[config.mk]
export PLATFORM = sky130hd
export DESIGN_NAME = ptw_sv48
export DESIGN_NICKNAME = d
export VERILOG_FILES = /design/src/rtl/ptw_sv48.sv
export SDC_FILE = /design/constraint.sdc
export NUM_CORES = 1
export LEC_CHECK = 0
export ABC_AREA = 1
export ABC_CLOCK_PERIOD_IN_PS = 2800
export BUFFER_PORTS_ARGS = -buffer_cell sky130_fd_sc_hd__buf_2
export CORE_ASPECT_RATIO = 1.4
export CORE_UTILIZATION = 49
export CTS_CLUSTER_SIZE = 40
export DETAILED_ROUTE_END_ITERATION = 10
export PLACE_DENSITY = 0.79
export SYNTH_ARGS = -nofsm -noshare
export SYNTH_HDL_FRONTEND = slang
export SYNTH_SLANG_ARGS = --single-unit
[constraint.sdc]
create_clock -name clk -period 2.8 [get_ports clk]
set_input_delay 0.28 -clock clk [delete_from_list [all_inputs] [get_ports clk]]
set_output_delay 0.28 -clock clk [all_outputs]
set_load 0.01 [all_outputs]
[src/rtl/ptw_sv48.sv]
// Sv48 hardware page-table walker between the TLB miss port and the memory read port.
// Walks up to four levels, one outstanding PTE read at a time, and returns a leaf PPN/perms or a zero fault.
module ptw_sv48 #(
   parameter int VA_BITS     = 48,
   parameter int PPN_BITS    = 44,
   parameter int OFFSET_BITS = 12,
   parameter int LEVELS      = 4
) (
   input  logic                clk,
   input  logic                reset,
   input  logic [PPN_BITS-1:0] satp_ppn,
   input  logic                flush,
   input  logic                req_valid,
   input  logic [63:0]         req_addr,
   output logic                resp_valid,
   output logic [63:0]         resp_addr,
   output logic [7:0]          resp_perm_bits,
   output logic                mem_req_valid,
   output logic [63:0]         mem_req_addr,
   input  logic                mem_req_ready,
   input  logic                mem_resp_valid,
   input  logic [63:0]         mem_resp_data
);

   typedef enum logic [2:0] {IDLE, REQ, WAIT, RESP, DRAIN} state_e;

   state_e              state_q, state_d;
   logic [1:0]          level_q, level_d;
   logic [35:0]         vpn_q, vpn_d;
   logic [PPN_BITS-1:0] ppn_q, ppn_d;
   logic [63:0]         resp_addr_q, resp_addr_d;
   logic [7:0]          resp_perm_q, resp_perm_d;
   logic                flush_pend_q, flush_pend_d;

   logic                canonical;
   logic [8:0]          vpn_cur;
   logic [4:0]          shamt;
   logic [PPN_BITS-1:0] lvl_mask, pte_ppn, leaf_ppn;
   logic                pte_v, pte_r, pte_w, pte_x;
   logic                unused_bits;

   assign canonical = (&req_addr[63:VA_BITS-1]) | ~(|req_addr[63:VA_BITS-1]);
   assign shamt     = {3'b000, level_q} * 5'd9;
   assign lvl_mask  = (PPN_BITS'(1) << shamt) - PPN_BITS'(1);
   assign pte_ppn   = mem_resp_data[53:10];
   assign pte_v     = mem_resp_data[0];
   assign pte_r     = mem_resp_data[1];
   assign pte_w     = mem_resp_data[2];
   assign pte_x     = mem_resp_data[3];
   // Superpage leaves take their low PPN bits from the untranslated VPN fields.
   assign leaf_ppn  = (pte_ppn & ~lvl_mask) | ({8'b0, vpn_q} & lvl_mask);
   assign unused_bits = ^{req_addr[OFFSET_BITS-1:0], mem_resp_data[63:54], mem_resp_data[9:8]};

   always_comb begin
      case (level_q)
         2'd3:    vpn_cur = vpn_q[35:27];
         2'd2:    vpn_cur = vpn_q[26:18];
         2'd1:    vpn_cur = vpn_q[17:9];
         default: vpn_cur = vpn_q[8:0];
      endcase
   end

   always_ff @(posedge clk or negedge reset) begin
      if (!reset) begin
         state_q      <= IDLE;
         level_q      <= 2'(LEVELS - 1);
         vpn_q        <= '0;
         ppn_q        <= '0;
         resp_addr_q  <= '0;
         resp_perm_q  <= '0;
         flush_pend_q <= 1'b0;
      end else begin
         state_q      <= state_d;
         level_q      <= level_d;
         vpn_q        <= vpn_d;
         ppn_q        <= ppn_d;
         resp_addr_q  <= resp_addr_d;
         resp_perm_q  <= resp_perm_d;
         flush_pend_q <= flush_pend_d;
      end
   end

   always_comb begin
      state_d      = state_q;
      level_d      = level_q;
      vpn_d        = vpn_q;
      ppn_d        = ppn_q;
      resp_addr_d  = resp_addr_q;
      resp_perm_d  = resp_perm_q;
      flush_pend_d = flush_pend_q;
      case (state_q)
         IDLE: begin
            if (req_valid && !resp_valid) begin
               vpn_d        = req_addr[47:12];
               flush_pend_d = 1'b0;
               if (!canonical) begin
                  resp_addr_d = '0;
                  resp_perm_d = '0;
                  state_d     = RESP;
               end else begin
                  ppn_d   = satp_ppn;
                  level_d = 2'(LEVELS - 1);
                  state_d = REQ;
               end
            end
         end
         // A flush seen while stalled is remembered so the in-flight read is still drained.
         REQ: begin
            if (flush) flush_pend_d = 1'b1;
            if (mem_req_ready) state_d = (flush || flush_pend_q) ? DRAIN : WAIT;
         end
         WAIT: begin
            if (flush) begin
               state_d = mem_resp_valid ? IDLE : DRAIN;
            end else if (mem_resp_valid) begin
               if (!pte_v || (!pte_r && pte_w)) begin
                  resp_addr_d = '0;
                  resp_perm_d = '0;
                  state_d     = RESP;
               end else if (pte_r || pte_x) begin
                  if ((pte_ppn & lvl_mask) != '0) begin
                     resp_addr_d = '0;
                     resp_perm_d = '0;
                  end else begin
                     resp_addr_d = {{(64-PPN_BITS-OFFSET_BITS){1'b0}}, leaf_ppn, {OFFSET_BITS{1'b0}}};
                     resp_perm_d = mem_resp_data[7:0];
                  end
                  state_d = RESP;
               end else if (level_q == 2'd0) begin
                  resp_addr_d = '0;
                  resp_perm_d = '0;
                  state_d     = RESP;
               end else begin
                  ppn_d   = pte_ppn;
                  level_d = level_q - 2'd1;
                  state_d = REQ;
               end
            end
         end
         DRAIN: begin
            if (mem_resp_valid) state_d = IDLE;
         end
         RESP:    state_d = IDLE;
         default: state_d = IDLE;
      endcase
   end

   always_comb begin
      mem_req_valid  = 1'b0;
      mem_req_addr   = '0;
      resp_valid     = (state_q == RESP);
      resp_addr      = resp_addr_q;
      resp_perm_bits = resp_perm_q;
      if (state_q == REQ) begin
         mem_req_valid = 1'b1;
         mem_req_addr  = {8'b0, ppn_q, vpn_cur, 3'b000};
      end
   end

endmodule

* Word level (Yosys, flattened, before mapping)
Cells that the tools add are included.
Word-level totals: register bits 158, input bits 178, output and inout bits 138, word-level logic and storage cells 110
Cells by class: add/subtract/negate cells 2, multipliers 1, equal/unequal tests 20, shift operators 1, mux-type cells 52, bitwise operators 7, reduce and logical (&&, ||, !) cells 20
Operators by type and width (number):
- $mux 64 | 7
- $mux 44 | 7
- $pmux 64 s2 | 1
- $mux 56 | 2
- $and 44x44->44 | 2
- $pmux 44 s2 | 1
- $mux 8 | 8
- $and 36x44->44 | 1
- $not 44->44 | 1
- $or 44x44->44 | 1
- $reduce_bool 44->1 | 1
- $shl 1x5->44 const A | 1
- $sub 44x2->44 const B | 1
- $pmux 9 s3 | 1
- $mux 2 | 11
- $ne 2x2->1 const B | 11
- $mux 3 | 7
- $reduce_and 17->1 | 1
- $reduce_or 17->1 | 1
- $pmux 8 s2 | 1
- $pmux 3 s4 | 1
- $reduce_and 8->1 | 1
- $eq 3x2->1 const B | 2
- $reduce_and 6->1 | 1
- 22 further kinds | 31

* Depth between registers and ports, before layout
depth after elaboration 12, mapped depth 14, mapped depth without buffers 12

* Worst setup path after synthesis
OpenSTA, ideal clock, no wires.
kind register -> register, from register level_q[1], to register ppn_q[43], library setup time 0.120 ns, arrival time 2.023 ns, data required time 2.680 ns, path slack 0.657 ns, stages on the path, launching flop included 12, path buffers 3, period minus slack after synthesis 2.143 ns, path through dfstp_2 -> inv_1 -> ha_1 -> buf_6 -> nor3_2 -> nand2_1 -> nand2_1 -> nand3_1 -> buf_2 -> buf_2 -> o21ai_0 -> inv_1
Between the ends: word-level cells in the longest chain between the ends 3
RTL lines:
- from (decl) | line 28 | logic [1:0] level_q, level_d;
- from (signal assigned) | line 66 | level_q <= 2'(LEVELS - 1);
- from (signal assigned) | line 74 | level_q <= level_d;
- $logic_not 2->1 | line 129 | end else if (level_q == 2'd0) begin
- $ne 2x2->1 (no source line)
- $reduce_and 8->1 (no source line)
- to (signal assigned) | line 76 | ppn_q <= ppn_d;
- to (decl) | line 30 | logic [PPN_BITS-1:0] ppn_q, ppn_d;
No other way between the ends. A chain may end at the register's enable or synchronous reset.

* Final worst setup path
from register level_q[1], to output mem_req_addr[9]
Between the ends: word-level cells in the longest chain between the ends 3, elaborated cells on any way between the ends 5, classes of those cells eq/ne: 3; mux: 2
RTL lines:
- $eq 2x1->1 or $eq 2x2->1 (tied branches) | line 55 | case (level_q)
- $pmux 9 s3 (*) | line 55
- $mux 56 (*) | line 154 | if (state_q == REQ) begin
- to (decl) | line 19 | output logic [63:0] mem_req_addr,
Every way passes the cells marked *; elsewhere a longest branch is shown, timed or not.

==> summary.md <==
| Metric | Value |
|---|---|
| Leakage power | 0.00564 uW |
| YS warnings | 0 |
| CORE AREA | 15500 um2 |
| Yosys reg bits | 138 |
| Drt drc | 0 |
| TritonCTS Buffers | 17 |
| Via count | 7962 |
| Fin crit share | 96.3% |
| Dpl cell area | 9110 um2 |
| Mapped Area | 7770 um2 |
| Origin of the critical flop-to-flop path | level_q[1] |
| Area Overhead vs Synth | 26.0% |
| Worst-Margin Slew | 813 ps |
| Prevailing post-synth register cell | dfrtp_1 |
| Final WL | 24900 um |
| Max-slew headroom | 45.7% |
| Final HPWL DP | 18000 um |
| Seq/Total Area, Yosys | 44.5% |
| Met2 WL | 11900 um |
| CTS Buffer Depth | 2 |
| Routability cong. | 0.924 |
| Max FO, Critical Path | 21 |
| CTS tree | done |
| Total congestion overflow | 0 |
| Worst path required time | 2520 ps |
| Vias in the first global route | 7202 |
| Setup TNS | 0 ps |
| Max-cap violations | 0 |
| First-pass GRT wire length | 37100 um |
| Met3 wire length | 1890 um |
| Gr usage total | 30.0% |
| CP top delay family | buffers and inverters |
| Min cycle time layout | 2700 ps |
| Final Max Slew Viols | 0 |
| Max Used Layer | met4 |
| Antenna violations before repair | 2 |
| Die width | 108 um |
| Pwr dens | 980 nW/um2 |
| CTS clk-pin slew, worst paths | 60 ps |
| Delay of the slowest critical-path stage | 620 ps |
| Crit. End Element | primary output |
| FF+latch area | 3460 um2 |
| Number of flops mapped to enable cells by yosys | 0 |
| DRT iter0 DRCs | 608 |
| Vias per inst | 5.19 |
| Final hold viol count | 0 |
| Critical path type | register to primary output |
| Critical-path cell list | inv_1, ha_2, inv_1, buf_4, o21ai_0, a31oi_1, buf_2 |
| Final nets | 1507 |
| Initial Utilization | 50.0% |
| RSZ-0062 raised after global routing | false |
| First-pass iteration count of the detailed router | 7 |
| Achievable frequency | 371 MHz |
| CTS H-tree lvls | 4 |
| CP most frequent cell | inv_1 |
| Peak supply drop | 0.000574 V |
| Startpoint class of the critical path | register |
| Buf+Inv Stages, Crit Path | 4 |
| Hold Slack | 56.2 ps |
| Mean post-synth cell area | 7.22 um2 |
| Post-synth cell types | 32 |
| I/O pin total | 316 |
| Clock sinks | 138 |
| Input/output buffers | 260 |
| Status | finished clean |
| Wire length per cell | 16.2 um |
| Setup violations, final | 0 |
| Worst hold path class | input pin to register |
| Later-pin clock latency in the skew report | 420 ps |
| CP startpoint | level_q[1] |
| Async S/R FF share, synth | 100% |
| Die Height | 151 um |
| Largest net degree at the start of global routing | 82 |
| Post-DRT Antenna Nets | 0 |
| Area of the die | 16400 um2 |
| Share of cells above drive strength 1 | 25.3% |
| CTS root buf | clkbuf_16 |
| # rows | 54 |
| Arrival time at the worst endpoint | 2420 ps |
| Fillers | 1419 |
| Post-Syn Instances | 1076 |
| Finished Cell Area | 9780 um2 |
| Hold path start | req_addr[42] |
| Multi-input gate area | 3600 um2 |
| Slowest library cell on the worst path | dfstp_2 |
| Met1 Wirelength | 9910 um |
| Clk_skew | 8.03 ps |
layout make-up:
cell class	instances	area share, %
Multi-Input combinational cell	794	36.8
Tap cell	196	2.51
Sequential cell	138	35.3
Inverter	91	3.49
Timing Repair Buffer	279	15.2
Clock buffer	17	4.35
Clock inverter	15	2.16
Antenna cell	4	0.102
worst reg2reg max path, stage by stage, from the launching register on:
cell,delay (ps)
dfstp_2,420
inv_1,220
ha_1,280
buf_4,230
inv_1,90
nand2_2,140
nand2_1,100
nand2_1,100
nor2_1,40
nor2_1,190
nand2_1,130
nor2_4,150
buf_12,220
nand3_1,120
nand2_1,100
final timing paths:
check	to	slack, ps	depth (start not counted)
worst max-delay path	mem_req_addr[9]	100	7
worst min-delay path	vpn_q[30]	60	3
worst max register to register	resp_addr[16]	200	14
worst min register to register	resp_addr[51]	480	2
max in group asynchronous	level_q[0]	1540	3
min in group asynchronous	ppn_q[33]	380	2
report_power, final:
part           switching (uW)  internal (uW)
clock network             950           1510
registers                 471           2630
logic                    2690           1340
total                    4110           5480
layout by cell type (no fill, tap or decap), types with 7 or more instances in the layout:
cell type | netlist | routed
conb_1 | 1 | 31
buf_2 | 22 | 259
mux2_2 | 7 | 7
dfrtp_1 | 136 | 136
nor2_1 | 92 | 90
mux2i_1 | 22 | 22
inv_1 | 86 | 86
o21ai_1 | 12 | 12
a31oi_1 | 10 | 10
nand2_1 | 420 | 420
o21ai_0 | 83 | 83
ha_1 | 8 | 7
a21oi_1 | 13 | 13
buf_4 | 31 | 15
nand3_1 | 74 | 72
clkbuf_16 | 0 | 17
what timing repair did:
| item | 4_1_cts | 5_1_grt |
|---|---|---|
| gates resized for setup | 0 | 2 |
| hold buffers | 1 | 0 |
| buffers inserted | 0 | 0 |
| endpoints found under the setup margin | 0 | 53 |
| hold endpoints to repair | 57 | 0 |
metal layers:
metal	vias to the layer above	GRT usage (%)
li1	3807	-
met1	3676	38.3
met2	411	48.9
met3	68	5.12
met4	0	15.2
met5	-	0
sequential cells by signal, summed over array words and instances (netlist names):
signal          count
ppn_q              44
resp_perm_bits      8
vpn_q              36
flush_pend_q        1
resp_addr          44
level_q             2
state_q             3
Yosys cell counts, types with 3 or more instances:
| cell type | n | area (um2) |
|---|---|---|
| buf_1 | 3 | 11.3 |
| nor2_1 | 92 | 345 |
| inv_2 | 3 | 11.3 |
| buf_6 | 8 | 90.1 |
| buf_2 | 22 | 110 |
| mux2i_1 | 22 | 220 |
| o21ai_0 | 83 | 415 |
| o21ai_1 | 12 | 60.1 |
| nand2_1 | 420 | 1580 |
| inv_1 | 86 | 323 |
| a21oi_1 | 13 | 65.1 |
| a31oi_1 | 10 | 62.6 |
| nand3_1 | 74 | 370 |
| ha_1 | 8 | 100 |
| mux2_2 | 7 | 78.8 |
| nor2_4 | 4 | 45.0 |
| clkbuf_1 | 20 | 75.1 |
| nor3_1 | 6 | 30.0 |
| dfrtp_1 | 136 | 3400 |
| buf_4 | 31 | 233 |
logic make-up (layout without fill, tap and decap cells):
kind of cell	Yosys count	after routing	share of synthesized area, %
other cells	1	35	0.0483
flops	138	138	44.5
simple gates	607	608	31.5
fa+ha+maj	8	8	1.29
compound gates	118	118	7.76
mux	29	29	3.85
buf+inv	175	402	11.1
per-stage QoR:
stage               power, uW  setup slack (ps)  std cells  util [%]
floorplan                5800               657       1106         -
global placement         6960               207       1496      58.6
detailed placement       7070               140       1496      58.6
CTS                      9550              56.2       1529      62.8
global route            10300              19.2       1532      62.9
finish                   9590               103       1534      63.0
Note: power is estimated with default switching activity, not from simulation.
